## src/rtl/mem_port_arbiter.sv

```systemverilog
// Shares one single-port memory between instruction fetch and data access.
// Optional ARB_ROUND_ROBIN_EN alternates grants on ties; otherwise data wins every tie.
module mem_port_arbiter #(
  parameter int MEM_LATENCY = 2,
  parameter int ADDR_W      = 32
) (
  input  logic              clk,
  input  logic              reset,
  input  logic              if_req,
  input  logic [ADDR_W-1:0] if_addr,
  input  logic              if_flush,
  output logic [31:0]       if_rdata,
  output logic              if_ack,
  input  logic              dm_req,
  input  logic              dm_we,
  input  logic [ADDR_W-1:0] dm_addr,
  input  logic [31:0]       dm_wdata,
  input  logic [3:0]        dm_be,
  output logic [31:0]       dm_rdata,
  output logic              dm_ack,
  output logic              stall_if,
  output logic              stall_dm,
  output logic              mem_req,
  output logic              mem_we,
  output logic [ADDR_W-1:0] mem_addr,
  output logic [31:0]       mem_wdata,
  output logic [3:0]        mem_be,
  input  logic [31:0]       mem_rdata
);

  generate
    if (MEM_LATENCY < 1 || MEM_LATENCY > 15) begin : g_bad_latency
      $error("mem_port_arbiter: MEM_LATENCY must be in 1..15");
    end
  endgenerate

  localparam logic [3:0] LAT = 4'(MEM_LATENCY);

  typedef enum logic [1:0] {
    IDLE    = 2'd0,
    BUSY_IF = 2'd1,
    BUSY_DM = 2'd2
  } state_t;

  state_t     state, state_next;
  logic [3:0] cnt;
  logic       killed;
  logic       pick_dm, pick_if;
  logic       grant_dm, grant_if;
  logic       done;

`ifdef ARB_ROUND_ROBIN_EN
  // last_dm = 1 means the previous grant went to data, so fetch wins the next tie.
  logic last_dm;

  always_comb begin
    pick_dm = dm_req & (~if_req | ~last_dm);
    pick_if = if_req & ~pick_dm;
  end

  always_ff @(posedge clk) begin
    if (reset)         last_dm <= 1'b1;
    else if (grant_dm) last_dm <= 1'b1;
    else if (grant_if) last_dm <= 1'b0;
  end
`else
  assign pick_dm = dm_req;
  assign pick_if = if_req & ~dm_req;
`endif

  assign grant_dm = (state == IDLE) & pick_dm;
  assign grant_if = (state == IDLE) & pick_if;
  assign done     = (state != IDLE) & (cnt == 4'd0);

  // NOTE: every signal driven here gets a default first, so no path leaves one unassigned and infers a latch.
  always_comb begin
    state_next = state;
    if_ack     = 1'b0;
    dm_ack     = 1'b0;
    case (state)
      IDLE: begin
        if (grant_dm)      state_next = BUSY_DM;
        else if (grant_if) state_next = BUSY_IF;
      end
      BUSY_IF: begin
        if (done) begin
          state_next = IDLE;
          if_ack     = ~killed & ~reset;
        end
      end
      BUSY_DM: begin
        if (done) begin
          state_next = IDLE;
          dm_ack     = ~reset;
        end
      end
      default: state_next = IDLE;
    endcase
  end

  assign if_rdata = if_ack ? mem_rdata : 32'd0;
  assign dm_rdata = (dm_ack & ~mem_we) ? mem_rdata : 32'd0;
  assign stall_if = if_req & ~if_ack;
  assign stall_dm = dm_req & ~dm_ack;

  // NOTE: sequential state uses non-blocking assignments so every register samples pre-edge values.
  always_ff @(posedge clk) begin
    if (reset) state <= IDLE;
    else       state <= state_next;
  end

  // NOTE: the captured request fields are reset too, because they drive module outputs that must read 0.
  always_ff @(posedge clk) begin
    if (reset) begin
      cnt       <= 4'd0;
      killed    <= 1'b0;
      mem_req   <= 1'b0;
      mem_we    <= 1'b0;
      mem_addr  <= '0;
      mem_wdata <= 32'd0;
      mem_be    <= 4'd0;
    end else begin
      mem_req <= 1'b0;
      if (grant_dm) begin
        cnt       <= LAT;
        mem_req   <= 1'b1;
        mem_we    <= dm_we;
        mem_addr  <= dm_addr;
        mem_wdata <= dm_wdata;
        mem_be    <= dm_be;
      end else if (grant_if) begin
        cnt       <= LAT;
        mem_req   <= 1'b1;
        mem_we    <= 1'b0;
        mem_addr  <= if_addr;
        mem_wdata <= 32'd0;
        mem_be    <= 4'hF;
        killed    <= if_flush;
      end else if (done) begin
        killed <= 1'b0;
      end else if (state != IDLE) begin
        cnt <= cnt - 4'd1;
        // A flushed fetch still occupies the memory but is never acknowledged.
        if (state == BUSY_IF && if_flush) killed <= 1'b1;
      end
    end
  end

endmodule
```

## config.mk

```make
export PLATFORM = sky130hd
export DESIGN_NAME = mem_port_arbiter
export DESIGN_NICKNAME = d
export VERILOG_FILES = /design/src/rtl/mem_port_arbiter.sv
export SDC_FILE = /design/constraint.sdc
export NUM_CORES = 1
export LEC_CHECK = 0
export CAP_MARGIN = 20
export CORE_MARGIN = 5
export CORE_UTILIZATION = 33
export CTS_CLUSTER_SIZE = 28
export DETAILED_ROUTE_END_ITERATION = 10
export PLACE_DENSITY = 0.79
export REMOVE_ABC_BUFFERS = 1
export SLEW_MARGIN = 20
export SYNTH_ARGS = -nofsm -noshare
export SYNTH_HDL_FRONTEND = slang
export SYNTH_SLANG_ARGS = --single-unit
```

## constraint.sdc

```tcl
create_clock -name clk -period 3.3 [get_ports clk]
set_clock_uncertainty 0.1 [all_clocks]
set_input_delay 0.33 -clock clk [delete_from_list [all_inputs] [get_ports clk]]
set_output_delay 0.33 -clock clk [all_outputs]
set_load 0.005 [all_outputs]
```

==> results of run 1 <==
==> cell usage in the layout (no fill, tap or decap), types with 4 or more instances in the layout <==
cell type / instances
dfxtp_1: 74
buf_4: 6
nand3_1: 5
clkdlybuf4s50_1: 258
mux2i_1: 35
o21ai_0: 4
and2_2: 12
dlymetal6s2s_1: 17
a21oi_1: 5
o2bb2ai_1: 32
and2_1: 52
clkbuf_8: 11
a22o_1: 33
==> state kept, by name, summed over array words and instances (netlist names) <==
name,count
cnt,4
mem_we,1
mem_wdata,32
killed,1
mem_addr,32
mem_be,4
mem_req,1
state,2
==> worst min path at each step <==
| stage | from | endpoint | slack (ps) | depth (start not counted) |
|---|---|---|---|---|
| finish | mem_addr[9] | mem_addr[9] | 360 | 1 |
| global route | mem_addr[8] | mem_addr[8] | 390 | 1 |
| CTS | mem_addr[20] | mem_addr[20] | 370 | 1 |
| detailed placement | mem_addr[13] | mem_addr[13] | 350 | 1 |
| global placement | mem_addr[26] | mem_addr[26] | 340 | 1 |
| floorplan | reset | mem_be[0] | 300 | 1 |
==> per-stage QoR <==
step	TNS (ps)	util [%]	total power, mW	instance area, µm²
detailed placement	0	61.38	1.876	6280
global placement	0	61.38	1.853	6280
finish	0	64.60	2.677	6609
global route	-289.8	64.60	2.811	6609
floorplan	-17750	-	1.390	3279
CTS	0	63.73	2.697	6520
==> worst max-delay path, stage by stage (launching register included) <==
cell and delay [ps]:
dfxtp_2 370, inv_2 50, ha_2 180, or4b_4 560, nor4b_4 400, buf_4 230
and2_1 140, clkdlybuf4s50_1 500
==> final cells by class <==
cell class | count | area share [%]
Antenna cell | 3 | 0.1136
Clock buffer | 11 | 2.291
Clock inverter | 5 | 1.231
Inverter | 6 | 0.3408
Multi-Input combinational cell | 215 | 26.28
Sequential cell | 77 | 23.38
Tap cell | 136 | 2.575
Timing Repair Buffer | 285 | 43.79
==> routing by layer <==
layer	share of wire (%)	wire, µm
met1	35	4780
met5	0	0
met4	2.7	373
met3	7.5	1017
met2	55	7430
==> timing repair <==
item | in CTS | in global routing
gates cloned | 0 | 2
gates resized for setup | 2 | 30
pin swaps | 0 | 1
setup endpoints to repair | 65 | 65
setup buffers | 0 | 1
==> kinds of logic after synthesis <==
group | share of synthesized area (%)
AO/OA/AOI/OAI | 19.28
multiplexers | 10.24
buffers and inverters | 4.791
adder cells (fa/ha/maj) | 1.829
XOR/XNOR | 0.2561
flip-flops | 45.06
AND/OR/NAND/NOR | 18.54
==> where the power goes <==
part           leakage, nW  total (mW)  switching (mW)  internal (mW)
logic                 2.14       0.762           0.290          0.472
registers            0.635        1.10          0.0619           1.04
clock network        0.116       0.815           0.346          0.469
total                 2.89        2.68           0.698           1.98
==> run summary, run 1 <==
multi-input logic area: 1737 µm²
maximum vdd drop: 0.2572 mV
Clock transition at path regs: 80 ps
CTS Sinks: 77
Async SR Flop Fraction: 0%
CP max FO: 8
non-filler cells, final: 738
CTS Hold Buffers Added: 0
reg-to-reg endpoint: cnt[0]
detailed-route DRC error count: 0
total CTS buffers: 9
Worst Tran Pin Value: 641.4 ps
Worst EP required: 2870 ps
Hold Violations, Final: 0
GRT busiest layer: met2
clock root cell: clkbuf_8
FF-to-FF path depth: 7
CP startpoint kind: flip-flop
top cell type's share of synthesized area: 45.06%
io pins: 276
DRT Wirelength: 13,600 µm
Cells after DPL: 716
Overflow after GRT: 0
GR Util met3: 6.685%
synth warn: 0
Final WS setup: 75.60 ps
Synth Flop Type: dfxtp_1
Clock Tree Buf Depth: 2
first-pass GRT wire length: 20,150 µm
die span in x: 111.8 µm
Initial Utilization: 33.44%
Die Ht: 111.8 µm
register bit total from synthesis: 77
hold slack: 362.5 ps
critical path class: flip-flop to output pin
Via Count: 3,535
Crit path arrival time: 2790 ps
Detail Route Antenna Nets: 0
sequential share of the synthesized area: 45.06%
register area: 1545 µm²
setup violators final: 0
Area contributors post-synth: dfxtp_1, mux2i_1, and2_1
Filler cells: 837
Avg Inst Size Synth: 10.49 µm²
Cells after Synth: 326
port bufs: 275
worst hold path class: flip-flop to flip-flop
library cells used by synthesis: 37
initial antenna violation count: 3
most common cell in the netlist: dfxtp_1
EDFF count, synth: 0
Total Routing Usage GR: 20.30%
TritonCTS clock tree: yes
Cell Area, Synth: 3421 µm²
GR Util met1: 19.59%
HPWL reported at the end of detailed placement: 10,690 µm
H-Tree Depth: 3
Max Cap Viol: 0
crit path launch: state[0]
Via density: 4.790
nets@finish: 737
status: completed
Lkg Pwr: 2.892 nW
Setup crit end: if_rdata[16]
PD cells: 405.0 nW/µm²
vias in the first global route: 3,713
die area: 12,500 µm²
pin count of the biggest net entering global routing: 49
area grow syn2layout: 93.20%
initial drt markers: 161
clk_lat worst skew: 340 ps
iteration count of the initial detailed-routing pass: 4
pre-CTS setup slack: 245.8 ps
met2 GRT Util: 38.85%
CP endpoint kind: output pin
synth cell count leaders: dfxtp_1, and2_1, mux2i_1
max_slew headroom: 57.24%
area of the core: 10,230 µm²
period utilisation layout: 97.71%
leading area contributor after synthesis: dfxtp_1
Core Rows: 37
Max Fclk: 310.1 MHz
FF-to-FF setup slack: 1190 ps
WL/cell: 18.43 µm
crit path time final: 3224 ps
Reg-to-Reg Start: state[0]
Slew Viols, Final: 0
layout cells sized above 1: 9.182%
placer congestion estimate: 0.9308
(Power assumes the default switching activity.)
==> run 2, diff against run 1 <==
- GPL_TIMING_DRIVEN: unset -> 0
==> run 2 against run 1 <==
Net effect: register-to-register slack got worse by 210 ps; clock-buffer cell count unchanged; highest routed layer unchanged; sequential power hardly changed; final area grew 2.6%; combinational power up 6.8%; critical path depth is 1 higher; non-clock buffer count grew 9; clock power is 13% lower.
==> run summary, run 2 (synthesis gave the netlist of run 1 again) <==
clk_lat worst skew: 330 ps
DRT Wirelength: 13,790 µm
die area: 12,500 µm²
area grow syn2layout: 98.13%
top flop regs: mem_addr (32), mem_wdata (32)
Clock Tree Buf Depth: 2
status: completed
RSZ-0062 raised after global routing: yes
Overflow after GRT: 0
register area: 1545 µm²
setup violators final: 0
PD cells: 387.4 nW/µm²
detailed-route DRC error count: 0
multi-input logic area: 1799 µm²
area of the core: 10,230 µm²
Slew Viols, Final: 0
CP max FO: 6
worst hold path class: flip-flop to flip-flop
vias in the first global route: 3,773
CP startpoint kind: flip-flop
pin count of the biggest net entering global routing: 35
Cells after DPL: 712
port bufs: 275
Total Power: 2.626 mW
worst path cell trace: inv_1 > ha_2 > or4b_4 > buf_12 > nor4b_4 > buf_4 > and2_1 > clkdlybuf4s50_1
most common cell after layout, fill and taps aside: clkdlybuf4s50_1
die span in x: 111.8 µm
iteration count of the initial detailed-routing pass: 4
CTS Sinks: 77
CTS Hold Buffers Added: 0
nets@finish: 748
io pins: 276
Die Ht: 111.8 µm
Filler cells: 778
first-pass GRT wire length: 20,540 µm
Detail Route Antenna Nets: 0
HPWL reported at the end of detailed placement: 10,430 µm
Finished Cell Area: 6778 µm²
most frequent cells in the layout: clkdlybuf4s50_1, dfxtp_1, and2_1
Crit path arrival time: 2790 ps
pre-CTS setup slack: -617.0 ps
period utilisation layout: 97.69%
dpl cell area: 6295 µm²
TritonCTS clock tree: yes
Hold Violations, Final: 0
Worst Tran Pin Value: 1000 ps
Core Util, Final: 66.25%
maximum vdd drop: 0.2474 mV
layout cells sized above 1: 10.33%
CP max stage delay: 510 ps
Worst EP required: 2870 ps
non-filler cells, final: 750
Max Cap Viol: 0
WL/cell: 18.39 µm
Via Count: 3,628
placer congestion estimate: 0.9330
initial drt markers: 156
clock root cell: clkbuf_8
CP endpoint kind: output pin
Clock transition at path regs: 80 ps
max_slew headroom: 33.11%
Initial Utilization: 33.44%
crit path time final: 3224 ps
total CTS buffers: 9
Final WS setup: 76.34 ps
Via density: 4.837
Lkg Pwr: 2.838 nW
initial antenna violation count: 4
H-Tree Depth: 3
Core Rows: 37
Max Fclk: 310.2 MHz
Total Routing Usage GR: 20.66%
Slowest cell on crit path: or4b_4
critical path class: flip-flop to output pin
==> run 2: cell count changes in the layout (fill, tap and decap cells not counted), sizes merged <==
cell,before,now
dlymetal6s2s,17,10
diode,3,4
clkdlybuf4s50,258,265
nor4b,2,4
buf,10,18
bufbuf,0,1
bufinv,2,1
clkinvlp,1,2
==> run 2: final timing paths <==
check,start,endpoint,slack (ps),depth (start not counted)
worst max register to register,state[0],mem_wdata[18],980,6
worst min register to register,mem_addr[8],mem_addr[8],370,1
worst min-delay path,mem_addr[8],mem_addr[8],370,1
worst max-delay path,cnt[0],if_rdata[3],80,8
==> run 2: final cells by class <==
| class | instances | share of cell area [%] |
|---|---|---|
| Timing Repair Buffer | 294 | 44.71 |
| Multi-Input combinational cell | 217 | 26.55 |
| Sequential cell | 77 | 22.80 |
| Tap cell | 136 | 2.511 |
| Clock buffer | 11 | 2.086 |
| Clock inverter | 5 | 0.8676 |
| Inverter | 6 | 0.3323 |
| Antenna cell | 4 | 0.1477 |
==> run 2: metrics by stage <==
step | hold WS, ps | setup TNS (ps)
final | 366.1 | 0
after global routing | 385.2 | -97.18
after CTS | 368.9 | 0
after detailed placement | 345.3 | -30850
after global placement | 343.5 | -151710
after floorplan | 299.1 | -17750
==> run 2: where the power goes <==
part	switching [mW]	internal (mW)	leakage (nW)
registers	0.0618	1.04	0.635
logic	0.304	0.509	2.11
clock network	0.340	0.372	0.0960
==> run 2: routing by layer <==
| layer | routed length (µm) | vias up | track usage, % |
|---|---|---|---|
| met5 | 0 | - | 0 |
| li1 | - | 1744 | - |
| met4 | 336 | 0 | 9.489 |
| met3 | 1148 | 21 | 6.087 |
| met1 | 4974 | 1688 | 21.34 |
| met2 | 7333 | 175 | 38.17 |
==> run 2: what timing repair did <==
action / CTS / global route
setup endpoints to repair: 66 / 58
gates resized for setup: 7 / 15
hold endpoints to repair: 0 / 0
pin swaps: 6 / 3
cloned: 3 / 0
buffers inserted: 12 / 3
==> run 2: worst max-delay path: cells and delay by family, from the launching register on <==
kind | cells | cell delay (ps)
buf+inv | 4 | 960
fa+ha+maj | 1 | 200
simple gates | 3 | 950
flops | 1 | 340
==> run 3, diff against run 2 <==
- SLEW_MARGIN: 20 -> unset
==> run 3 against run 2 <==
Net effect: non-clock buffer count did not move; sequential power barely moved; wire length fell by 0.51%; sequential share of layout area rose by 0.33 points; utilization fell by 0.99 points; worst setup slack improved by 15 ps; first-iteration DRC count fell by 19%; register-to-register slack improved by 150 ps; largest cell class unchanged.
==> run summary, run 3 (synthesis gave the netlist of run 1 again) <==
register area: 1544 µm²
most common cell after layout, fill and taps aside: clkdlybuf4s50_1
pin count of the biggest net entering global routing: 38
Die Ht: 111.8 µm
hold slack: 365.6 ps
CP max FO: 7
Max Cap Viol: 0
placer congestion estimate: 0.9330
Overflow after GRT: 0
Via density: 4.812
worst hold endpoint: mem_addr[17]
CTS Hold Buffers Added: 0
crit path time final: 3209 ps
Crit path max-delay family: buffers and inverters
first-pass GRT wire length: 20,880 µm
worst path cell trace: inv_1 > ha_4 > or4b_4 > buf_4 > nor4b_4 > buf_4 > and2_1 > clkdlybuf4s50_1
PD cells: 381.6 nW/µm²
die area: 12,500 µm²
status: completed
CTS Sinks: 77
critical path class: flip-flop to output pin
top flop regs: mem_addr (32), mem_wdata (32)
detailed-route DRC error count: 0
Total Routing Usage GR: 21.06%
period utilisation layout: 97.24%
reg-to-reg endpoint: mem_wdata[12]
H-Tree Depth: 3
Slowest cell on crit path: or4b_4
CP endpoint kind: output pin
die span in x: 111.8 µm
area grow syn2layout: 95.17%
Core Util, Final: 65.26%
Detail Route Antenna Nets: 0
Clock Tree Buf Depth: 2
FF-to-FF setup slack: 1130 ps
DRT Wirelength: 13,720 µm
Lkg Pwr: 2.651 nW
Slew Viols, Final: 0
most used cell, CP: buf_4
clock root cell: clkbuf_8
WL/cell: 18.30 µm
max_slew headroom: 34.77%
worst path bufs/invs: 4
maximum vdd drop: 0.2015 mV
Reg-to-Reg Start: state[1]
initial antenna violation count: 3
FF-to-FF path depth: 7
Hold Violations, Final: 0
multi-input logic area: 1804 µm²
Worst Hold Launch: mem_addr[17]
TritonCTS clock tree: yes
CP max stage delay: 560 ps
Core Rows: 37
vias in the first global route: 3,805
Crit path arrival time: 2780 ps
Filler cells: 826
total CTS buffers: 9
worst hold path class: flip-flop to flip-flop
Hold Crit Depth: 1
Clock transition at path regs: 80 ps
initial drt markers: 126
CP startpoint kind: flip-flop
area of the core: 10,230 µm²
HPWL reported at the end of detailed placement: 10,550 µm
io pins: 276
most frequent cells in the layout: clkdlybuf4s50_1, dfxtp_1, and2_1
setup violators final: 0
nets@finish: 748
Max Fclk: 311.6 MHz
layout cells sized above 1: 10.49%
Worst EP required: 2870 ps
Initial Utilization: 33.44%
Worst Tran Pin Value: 975.3 ps
clk_lat worst skew: 340 ps
port bufs: 275
iteration count of the initial detailed-routing pass: 4
Via Count: 3,609
[run 3: worst reg2reg max path: stages (launching register included)]
cell	delay (ps)
dfxtp_2	350
inv_1	80
ha_4	170
buf_4	170
o21ai_0	100
nor2b_4	670
buf_12	290
a22o_1	190
[run 3: worst max-delay path by stage]
stage          cells past startpoint          end  slack (ps)     start
6_report                           8  if_rdata[3]          90  state[1]
5_1_grt                            8  dm_rdata[3]          -7  state[1]
4_1_cts                            8  if_rdata[6]           3  state[0]
3_5_place_dp                       6  if_rdata[1]        -590  state[0]
3_3_place_gp                       3       cnt[2]       -2160     reset
2_1_floorplan                      5       cnt[2]        -470  state[0]
[run 3: timing repair]
action | in CTS | in global routing
cloned | 3 | 0
buffers inserted | 13 | 2
pin swaps | 6 | 4
gates resized for setup | 10 | 6
endpoints found under the setup margin | 66 | 52
[run 3: area by class of cell]
| type | count | share of cell area, % |
|---|---|---|
| repair buffers | 294 | 44.06 |
| clock inverters | 6 | 0.6934 |
| clock buffers | 10 | 2.061 |
| inverters | 6 | 0.3373 |
| well taps | 136 | 2.549 |
| multi-input cells | 217 | 27.02 |
| flip-flops and latches | 77 | 23.13 |
| diodes | 4 | 0.1499 |
[run 3: stage by stage]
stage | worst slack (ps) | area, µm² | std cells | total power [mW] | TNS, ps
floorplan | -467.0 | 3279 | 298 | 1.390 | -17750
global placement | -2158 | 6202 | 709 | 1.845 | -151710
detailed placement | -585.5 | 6282 | 712 | 1.873 | -30020
CTS | 2.892 | 6633 | 744 | 2.572 | 0
global route | -7.014 | 6676 | 750 | 2.690 | -23.07
finish | 91.20 | 6676 | 750 | 2.548 | 0
[run 3: where the power goes]
part,internal (mW),switching (mW),total (mW)
Combinational,0.498,0.300,0.798
Clock,0.297,0.353,0.650
Sequential,1.04,0.0623,1.10
Total,1.83,0.715,2.55
[run 3: per-layer routing]
metal | vias up | wire, µm | global-route usage [%]
li1 | 1744 | - | -
met1 | 1684 | 4964 | 21.83
met4 | 0 | 288 | 7.543
met3 | 19 | 1052 | 6.141
met5 | - | 0 | 0
met2 | 162 | 7416 | 39.93
